## src/rtl/dfp128_norm_iter.sv

```systemverilog
// Iterative DFP128 post-add normalizer: one optional carry right-shift, then
// bounded left shifts of up to SHIFT_DIGITS BCD digits per cycle.
module dfp128_norm_iter #(
    parameter int          SHIFT_DIGITS = 4,
    parameter logic [13:0] EMAX         = 14'h2FFF
) (
    input  logic         clk,
    input  logic         rst_n,
    input  logic         ce,
    input  logic         i_valid,
    output logic         i_ready,
    input  logic         i_sign,
    input  logic [13:0]  i_exp,
    input  logic [279:0] i_sig,
    input  logic         i_nan,
    input  logic         i_qnan,
    input  logic         i_snan,
    input  logic         i_inf,
    output logic         o_valid,
    input  logic         o_ready,
    output logic         o_sign,
    output logic [13:0]  o_exp,
    output logic [135:0] o_sig,
    output logic [3:0]   o_rnd,
    output logic         o_sticky,
    output logic         o_nan,
    output logic         o_qnan,
    output logic         o_snan,
    output logic         o_inf,
    output logic         o_zero
);
    typedef enum logic [1:0] {IDLE, RSH, SHIFT, DONE} state_t;
    localparam logic [6:0] SD = 7'(SHIFT_DIGITS);

    state_t         r_state;
    logic [283:0]   r_w;
    logic [14:0]    r_e;
    logic           r_s;
    logic           r_i_ready, r_o_valid, r_sign, r_sticky;
    logic           r_nan, r_qnan, r_snan, r_inf, r_zero;
    logic [13:0]    r_exp;
    logic [135:0]   r_sig;
    logic [3:0]     r_rnd;

    logic [6:0]     w_lz, w_k;
    logic           w_found, w_allz, w_exit, w_ovf;
    logic [283:0]   w_wsh;
    logic [14:0]    w_esh;

    // Leading-zero digit count from D68 down; 69 means the significand is zero.
    always_comb begin
        w_lz    = 7'd69;
        w_found = 1'b0;
        for (int i = 68; i >= 0; i--) begin
            if (!w_found && r_w[4*i +: 4] != 4'h0) begin
                w_lz    = 7'(68 - i);
                w_found = 1'b1;
            end
        end
    end

    always_comb begin
        w_k = (w_lz < SD) ? w_lz : SD;
        if (r_e < {8'd0, w_k})
            w_k = r_e[6:0];
        w_wsh  = r_w << {w_k, 2'b00};
        w_esh  = r_e - {8'd0, w_k};
        w_allz = (r_w[279:0] == 280'd0);
        // Exit is judged on the post-shift word so the last shift is not wasted.
        w_exit = w_allz || (w_esh == 15'd0) || (w_wsh[275:272] != 4'h0);
        w_ovf  = (w_esh >= {1'b0, EMAX});
    end

    always_ff @(posedge clk or negedge rst_n) begin
        if (!rst_n) begin
            r_state   <= IDLE;
            r_w       <= '0;
            r_e       <= '0;
            r_s       <= 1'b0;
            r_i_ready <= 1'b1;
            r_o_valid <= 1'b0;
            r_sign    <= 1'b0;
            r_exp     <= '0;
            r_sig     <= '0;
            r_rnd     <= '0;
            r_sticky  <= 1'b0;
            r_nan     <= 1'b0;
            r_qnan    <= 1'b0;
            r_snan    <= 1'b0;
            r_inf     <= 1'b0;
            r_zero    <= 1'b0;
        end else if (ce) begin
            case (r_state)
                IDLE: if (i_valid) begin
                    r_w       <= {4'h0, i_sig};
                    r_e       <= {1'b0, i_exp};
                    r_s       <= 1'b0;
                    r_i_ready <= 1'b0;
                    r_sign    <= i_sign;
                    if (i_nan || i_qnan || i_snan || i_inf) begin
                        r_exp     <= i_exp;
                        r_sig     <= i_sig[275:140];
                        r_rnd     <= i_sig[139:136];
                        r_sticky  <= |i_sig[135:0];
                        r_nan     <= i_nan;
                        r_qnan    <= i_qnan;
                        r_snan    <= i_snan;
                        r_inf     <= i_inf;
                        r_zero    <= 1'b0;
                        r_o_valid <= 1'b1;
                        r_state   <= DONE;
                    end else begin
                        r_state <= RSH;
                    end
                end
                RSH: begin
                    if (r_w[279:276] != 4'h0) begin
                        r_w <= r_w >> 4;
                        r_s <= r_s | (r_w[3:0] != 4'h0);
                        r_e <= r_e + 15'd1;
                    end
                    r_state <= SHIFT;
                end
                SHIFT: begin
                    r_w <= w_wsh;
                    r_e <= w_allz ? 15'd0 : w_esh;
                    if (w_exit) begin
                        r_nan     <= 1'b0;
                        r_qnan    <= 1'b0;
                        r_snan    <= 1'b0;
                        r_zero    <= w_allz;
                        r_inf     <= !w_allz && w_ovf;
                        if (w_allz || w_ovf) begin
                            r_exp    <= w_allz ? 14'd0 : EMAX;
                            r_sig    <= '0;
                            r_rnd    <= '0;
                            r_sticky <= 1'b0;
                        end else begin
                            r_exp    <= w_esh[13:0];
                            r_sig    <= w_wsh[275:140];
                            r_rnd    <= w_wsh[139:136];
                            r_sticky <= r_s | (|w_wsh[135:0]);
                        end
                        r_o_valid <= 1'b1;
                        r_state   <= DONE;
                    end
                end
                DONE: if (o_ready) begin
                    r_o_valid <= 1'b0;
                    r_i_ready <= 1'b1;
                    r_state   <= IDLE;
                end
                default: r_state <= IDLE;
            endcase
        end
    end

    assign i_ready  = r_i_ready;
    assign o_valid  = r_o_valid;
    assign o_sign   = r_sign;
    assign o_exp    = r_exp;
    assign o_sig    = r_sig;
    assign o_rnd    = r_rnd;
    assign o_sticky = r_sticky;
    assign o_nan    = r_nan;
    assign o_qnan   = r_qnan;
    assign o_snan   = r_snan;
    assign o_inf    = r_inf;
    assign o_zero   = r_zero;
endmodule
```

## config.mk

```make
export PLATFORM = sky130hd
export DESIGN_NAME = dfp128_norm_iter
export DESIGN_NICKNAME = d
export VERILOG_FILES = /design/src/rtl/dfp128_norm_iter.sv
export SDC_FILE = /design/constraint.sdc
export NUM_CORES = 2
export LEC_CHECK = 0
export BUFFER_PORTS_ARGS = -buffer_cell sky130_fd_sc_hd__buf_2
export CAP_MARGIN = 5
export CORE_MARGIN = 3
export CORE_UTILIZATION = 30
export CTS_CLUSTER_DIAMETER = 60
export DETAILED_ROUTE_END_ITERATION = 8
export PLACE_DENSITY = 0.51
export SLEW_MARGIN = 10
export SYNTH_ARGS = -nofsm -noshare
export SYNTH_HDL_FRONTEND = slang
export SYNTH_SLANG_ARGS = --single-unit
```

## constraint.sdc

```tcl
create_clock -name clk -period 19.2 [get_ports clk]
set_clock_uncertainty 0.2 [all_clocks]
set_input_delay 0.96 -clock clk [delete_from_list [all_inputs] [get_ports clk]]
set_output_delay 0.96 -clock clk [all_outputs]
set_load 0.005 [all_outputs]
```

Word-level counts from Yosys, hierarchy flattened
Index checks and enable logic that the tools add are counted.
{"block": "word_totals", "mem_bits_ro": 0, "memories": 0, "elab_cells": 464, "ram_bits": 0, "register_bits": 465, "latchBits": 0, "input_bits": 304}
{"block": "op_classes", "n_bitwise": 2, "shift": 1, "reduce_logical": 232, "n_eq_ne": 8, "n_mux": 200, "add_sub_neg": 2, "magnitude_cmp": 3, "div": 0, "multipliers": 0}
{"op": "one-hot mux 284 bit (3 select lines)", "count": 1}
{"op": "2-to-1 mux 284 bit", "count": 2}
{"op": "2-to-1 mux 136 bit", "count": 4}
{"op": "2-to-1 mux 7 bit", "count": 71}
{"op": "nonzero test 4 bit", "count": 71}
{"op": "<< shifter 284 x 9 -> 284 bit", "count": 1}
{"op": "zero test 280 bit", "count": 1}
{"op": "one-hot mux 136 bit (2 select lines)", "count": 1}
{"op": "OR reduction 136 bit", "count": 2}
{"op": "2-to-1 mux 1 bit", "count": 92}
{"op": "2-to-1 mux 14 bit", "count": 5}
{"op": "logical AND 1 bit", "count": 69}
{"op": "zero test 1 bit", "count": 69}
{"op": "2-to-1 mux 15 bit", "count": 3}
{"op": "one-hot mux 15 bit (3 select lines)", "count": 1}
{"op": "one-hot mux 14 bit (2 select lines)", "count": 1}
{"op": "2-to-1 mux 4 bit", "count": 4}
{"op": "one-hot mux 1 bit (2 select lines)", "count": 8}
{"op": "AND reduction 4 bit", "count": 4}
{"op": "adder 15 x 1 -> 15 bit, second input constant", "count": 1}
{"op": ">= comparator 15 x 14 -> 1 bit, second input constant", "count": 1}
{"op": "zero test 15 bit", "count": 1}
{"op": "less-than comparator 15 x 7 -> 1 bit", "count": 1}
{"op": "subtractor 15 x 7 -> 15 bit", "count": 1}
{"op": "other kinds (16)", "count": 33}

Depth between registers and ports, before layout
{"block": "logic_depth", "word_depth": 216, "depth_mapped": 43}

Worst setup path before layout
Ideal clock, no wire load.
{"block": "synth_path", "path_kind": "register to register", "startpoint": "register r_w[152]", "endpoint": "register r_sig[104], in the netlist o_sig[104]", "stages_incl_launch_ff": 38, "path_slack_ns": 10.509, "arrival_ns": 8.367, "setup_time_ns": 0.125, "period_less_slack_ns": 8.691, "required_ns": 18.875, "path_cell_list": "dfrtp_1 -> or4_1 -> or4_1 -> nor4_4 -> nand4_1 -> a211oi_1 -> o21ai_1 -> ha_1 -> a21oi_1 -> a21oi_1 -> nor4_2 -> a32oi_2 -> inv_2 -> buf_6 -> buf_6 -> buf_4 -> buf_4 -> buf_4 -> [... 2 more ...] -> buf_2 -> ha_1 -> inv_1 -> fa_1 -> a21o_1 -> a21oi_1 -> nor2b_1 -> mux2_2 -> nor2_1 -> xor2_1 -> or4_1 -> nor4_1 -> a31oi_1 -> nand2b_1 -> clkbuf_1 -> clkbuf_1 -> o2bb2ai_1 -> mux2_2"}
{"block": "synth_between", "elab_chain_len": 127}
{"element": "start, declared", "line": "36", "text": "logic [283:0] r_w;"}
{"element": "start signal, assigned", "line": "95", "text": "r_w <= {4'h0, i_sig};"}
{"element": "start signal, assigned", "line": "118", "text": "r_w <= r_w >> 4;"}
{"element": "start signal, assigned", "line": "125", "text": "r_w <= w_wsh;"}
{"element": "nonzero test 4 bit", "line": "55", "text": "if (!w_found && r_w[4*i +: 4] != 4'h0) begin"}
{"element": "logical AND 1 bit", "line": "55"}
{"element": "2-to-1 mux 1 bit", "line": "55"}
{"element": "zero test 1 bit", "line": "55"}
{"element": "logical AND 1 bit", "line": "55"}
{"element": "2-to-1 mux 1 bit", "line": "55"}
{"element": "zero test 1 bit", "line": "55"}
{"element": "logical AND 1 bit", "line": "55"}
{"element": "[... 111 more ...]"}
{"element": "less-than comparator 15 x 7 -> 1 bit", "line": "64", "text": "if (r_e < {8'd0, w_k})"}
{"element": "2-to-1 mux 7 bit", "line": "64"}
{"element": "subtractor 15 x 7 -> 15 bit", "line": "67", "text": "w_esh = r_e - {8'd0, w_k};"}
{"element": ">= comparator 15 x 14 -> 1 bit / zero test 15 bit (equally long branches)", "line": "71, 70"}
{"element": "logical OR 1 bit (on tied branches)", "line": "133, 70"}
{"element": "2-to-1 mux 136 bit / logical OR 1 bit (equally long branches)", "line": "133, 70"}
{"element": "2-to-1 mux 136 bit / != test 2 bit (equally long branches)"}
{"element": "one-hot mux 136 bit (2 select lines) / AND reduction 5 bit (equally long branches)"}
{"element": "end signal, assigned", "line": "102", "text": "r_sig <= i_sig[275:140];"}
{"element": "end signal, assigned", "line": "140", "text": "r_sig <= w_wsh[275:140];"}
{"element": "end, declared", "line": "42", "text": "logic [135:0] r_sig;"}
Parallel ways exist; a longest one is shown, timed or not. The select of a mux whose other input is x is not followed.
A chain may end at the register's enable or synchronous reset.

Worst setup path after layout
{"block": "layout_path", "startpoint": "register r_w[180]", "endpoint": "register r_sticky, in the netlist o_sticky"}
{"block": "layout_between", "elab_chain_len": 148}
{"element": "nonzero test 4 bit", "line": "55"}
{"element": "logical AND 1 bit", "line": "55"}
{"element": "2-to-1 mux 1 bit", "line": "55"}
{"element": "zero test 1 bit", "line": "55"}
{"element": "logical AND 1 bit", "line": "55"}
{"element": "2-to-1 mux 1 bit", "line": "55"}
{"element": "zero test 1 bit", "line": "55"}
{"element": "logical AND 1 bit", "line": "55"}
{"element": "[... 132 more ...]"}
{"element": "less-than comparator 15 x 7 -> 1 bit", "line": "64"}
{"element": "2-to-1 mux 7 bit", "line": "64"}
{"element": "subtractor 15 x 7 -> 15 bit / << shifter 284 x 9 -> 284 bit (equally long branches)", "line": "67, 66"}
{"element": ">= comparator 15 x 14 -> 1 bit (tied with other cells)", "line": "71", "text": "w_ovf = (w_esh >= {1'b0, EMAX});"}
{"element": "logical OR 1 bit (tied with other cells)", "line": "133", "text": "if (w_allz || w_ovf) begin"}
{"element": "2-to-1 mux 1 bit / logical OR 1 bit (equally long branches)", "line": "133, 70"}
{"element": "2-to-1 mux 1 bit / != test 2 bit (equally long branches)"}
{"element": "one-hot mux 1 bit (2 select lines) / AND reduction 5 bit (equally long branches)"}
{"element": "end signal, assigned", "line": "104", "text": "r_sticky <= |i_sig[135:0];"}
{"element": "end signal, assigned", "line": "142", "text": "r_sticky <= r_s | (|w_wsh[135:0]);"}
{"element": "end, declared", "line": "39", "text": "logic r_i_ready, r_o_valid, r_sign, r_sticky;"}
Parallel ways exist; a longest one is shown, timed or not. The select of a mux whose other input is x is not followed.

==> results.py <==
metrics = {
    "floorplan": {
        "rows": 139,
        "core_area_sq_um": 144000,
        "die_w_microns": 388,
        "die_h_microns": 388,
        "die-area_sq_um": 151000,
        "start_util": 0.304,
        "ios": 467,
    },
    "synthesis": {
        "ys_seq_area_frac": 0.266,
        "synth_edf_count": 0,
        "syn_inst": 5726,
        "yosys_warnings": 0,
        "synth_area_per_cell_sq_um": 7.64,
        "synth.distinct_cells": 95,
        "ys_async_sr_fraction": 1.00,
        "ys_ff_latch": 465,
        "synth.cell_area_sq_um": 43800,
        "dominantRegCellSynth": "dfrtp_1",
    },
    "clock_network": {
        "cts_setup_buffers": 0,
        "cts.clk_slew.worst_paths_ps": 60,
        "cts_max_path_buffers": 3,
        "htreeDepth": 3,
        "cts_buffers": 73,
        "cts_sinks": 465,
        "cts-root-buf": "clkbuf_16",
        "cts_tree": "built",
        "postCtsHoldBufs": 0,
        "clock_latency_ps": 730,
        "ctsResizeCount": 0,
    },
    "outcome": {
        "violations": "max-capacitance violations, max-slew violations",
        "outcome": "finished, violations left",
    },
    "cells_and_area": {
        "drive_above_1_share": 0.168,
        "final_cell_mix": "nand2_1 (1031), mux2i_1 (773), o21ai_0 (555), buf_2 (465), dfrtp_1 (464)",
        "final_net_count": 6267,
        "syn_to_final_growth_pct": 16.0,
        "layout_commonest_cell": "nand2_1",
    },
    "critical_path": {
        "crit_buf_inv": 5,
        "path_max_fanout": 89,
        "slowest_stage": "nor3_1",
        "startpoint_type": "register",
        "cp_data_required_time_ps": 19570,
        "cpPeakStageDelay_ps": 880,
        "cp-end-kind": "register",
        "cp_top_family": "simple AND/OR/NAND/NOR gates",
        "critPathArrivalTime_ps": 13200,
        "worstSetupPathType": "reg2reg",
    },
    "drt": {
        "drc": 0,
        "vias": 52600,
        "drt_iter0_drc": 7824,
        "ant_nets": 0,
        "routed_wl_mm": 339,
        "first_pass_iters": 6,
        "vias_per_cell": 6.65,
        "wire_per_inst_microns": 42.8,
    },
    "timing": {
        "period_share": 0.668,
        "slew_headroom": -0.0281,
        "worst_pin_slew_ps": 1500,
        "totalNegativeSetupSlack_ps": 0,
        "finalSetupViolations": 0,
        "slew_violations": 6,
        "final.min_clock_period_ps": 12830,
        "hold_viol": 0,
        "grt_setup_unrepaired": "no",
        "max_freq_mhz": 77.9,
    },
    "worst_hold_path": {
        "hp-class": "in2async",
    },
    "global_routing": {
        "grt_pass1_vias": 49200,
        "antenna_found_initial": 43,
        "overflow": 0,
        "grt_max_degree": 205,
        "grtUsageTotal": 0.431,
        "grt_pass1_wl_mm": 448,
    },
    "placed_design": {
        "portBuffers": 466,
        "hpwl_mm": 267,
        "finalWeightedCongestion": 1.09,
    },
    "job": {
        "cap_viol_max_count": 3,
    },
}
-- final timing paths --
path / startpoint / to / slack, ps / cells past startpoint
setup reg to reg: r_w[180] / o_sticky / 6370 / 27
setup / recovery: r_w[180] / o_sticky / 6370 / 27
hold / removal: rst_n / o_sig[63] / 20 / 1
hold reg to reg: o_sig[3] / o_sig[3] / 270 / 2
min in group clk: i_sign / o_sign / 270 / 2
max in group asynchronous: rst_n / r_w[0] / 14960 / 5
-- cell usage after synthesis, drive strengths merged (8+ instances only) --
cell type,number,share of area
a22o,17,0.0034
nand4,33,0.0047
or4,32,0.0057
o21ai,574,0.066
o211ai,124,0.021
o31ai,39,0.0067
ha,18,0.0051
a311oi,13,0.0026
nor4,112,0.016
a2bb2oi,11,0.0022
mux2,121,0.031
a21oi,361,0.041
a21o,64,0.011
a31oi,36,0.0051
or3,8,0.0011
dfrtp,464,0.27
o2bb2ai,19,0.0038
buf,180,0.022
a22oi,68,0.012
clkbuf,354,0.030
a221o,8,0.0018
xor2,14,0.0028
and2,20,0.0029
a211oi,124,0.021
and3,122,0.017
inv,25,0.0022
nand2b,12,0.0019
nand3,218,0.025
a221oi,125,0.025
a32oi,23,0.0048
nand2,1036,0.089
nor2,347,0.030
o22ai,43,0.0061
xnor2,11,0.0022
mux2i,779,0.18
nor3,42,0.0049
o221ai,17,0.0034
-- cell families (layout without fill, tap and decap cells) --
group           after synthesis  count (layout)  synth area share
buf+inv                     561             829            0.0549
compound gates             1734            1734             0.251
other cells                   1              19         0.0000857
xor+xnor                     25              25           0.00500
simple gates               2016            2016             0.205
fa+ha+maj                    19              19           0.00560
mux                         905             905             0.212
flops                       465             465             0.266
-- state kept, by name (all words and copies together), names as in the netlist, 2 cells and up --
signal   flops
r_state      2
r_w        284
o_exp       14
o_rnd        4
o_sig      136
r_e         15
-- stage by stage --
stage	cell area (sq um)	setup WS [ps]	hold WS [ps]	util	std cells
2_1_floorplan	43800	10510	255	-	5729
3_3_place_gp	48200	6080	259	0.334	7769
3_5_place_dp	48300	7140	266	0.335	7772
4_1_cts	50700	7100	18.0	0.352	7900
5_1_grt	50700	6560	64.5	0.352	7900
6_report	50800	6370	16.3	0.352	7915
-- cell type report --
cell class              instances  area [sq um]
clock buffers                  91          2000
flip-flops and latches        465         11600
inverters                      27           136
diodes                         15          37.5
fillers                     15500         93400
repair buffers                674          4020
multi-input cells            4703         30100
well taps                    1903          2380
clock inverters                37           477
-- worst register-to-register path: stages, from the launching register on --
cell and delay (ps):
dfrtp_1 440, nor4_1 600, nand4_1 580, nor4_4 810
nand4_1 380, a211oi_1 310, o21ai_1 490, ha_1 410
a21oi_1 230, nand3b_1 120, nor3_2 680, or4b_1 870
nand2_8 290, o21ai_4 90, buf_12 290, inv_4 500
buf_4 530, buf_4 590, mux2i_1 410, mux2_2 410
mux2i_1 130, mux2i_1 820, o211a_1 360, nand4b_1 230
nand2_4 340, buf_4 530, nor3_1 900, a21oi_1 180
-- routing by layer --
layer	vias to the layer above	global-route usage	share of wire
li1	21700	-	-
met1	26400	0.555	0.40
met2	3629	0.615	0.41
met3	810	0.145	0.11
met4	16	0.268	0.073
met5	-	0	0.00036
Power is left out: the tool's default activity adds up to more than one toggle a clock period on the data nets, which glitch-free logic cannot reach.
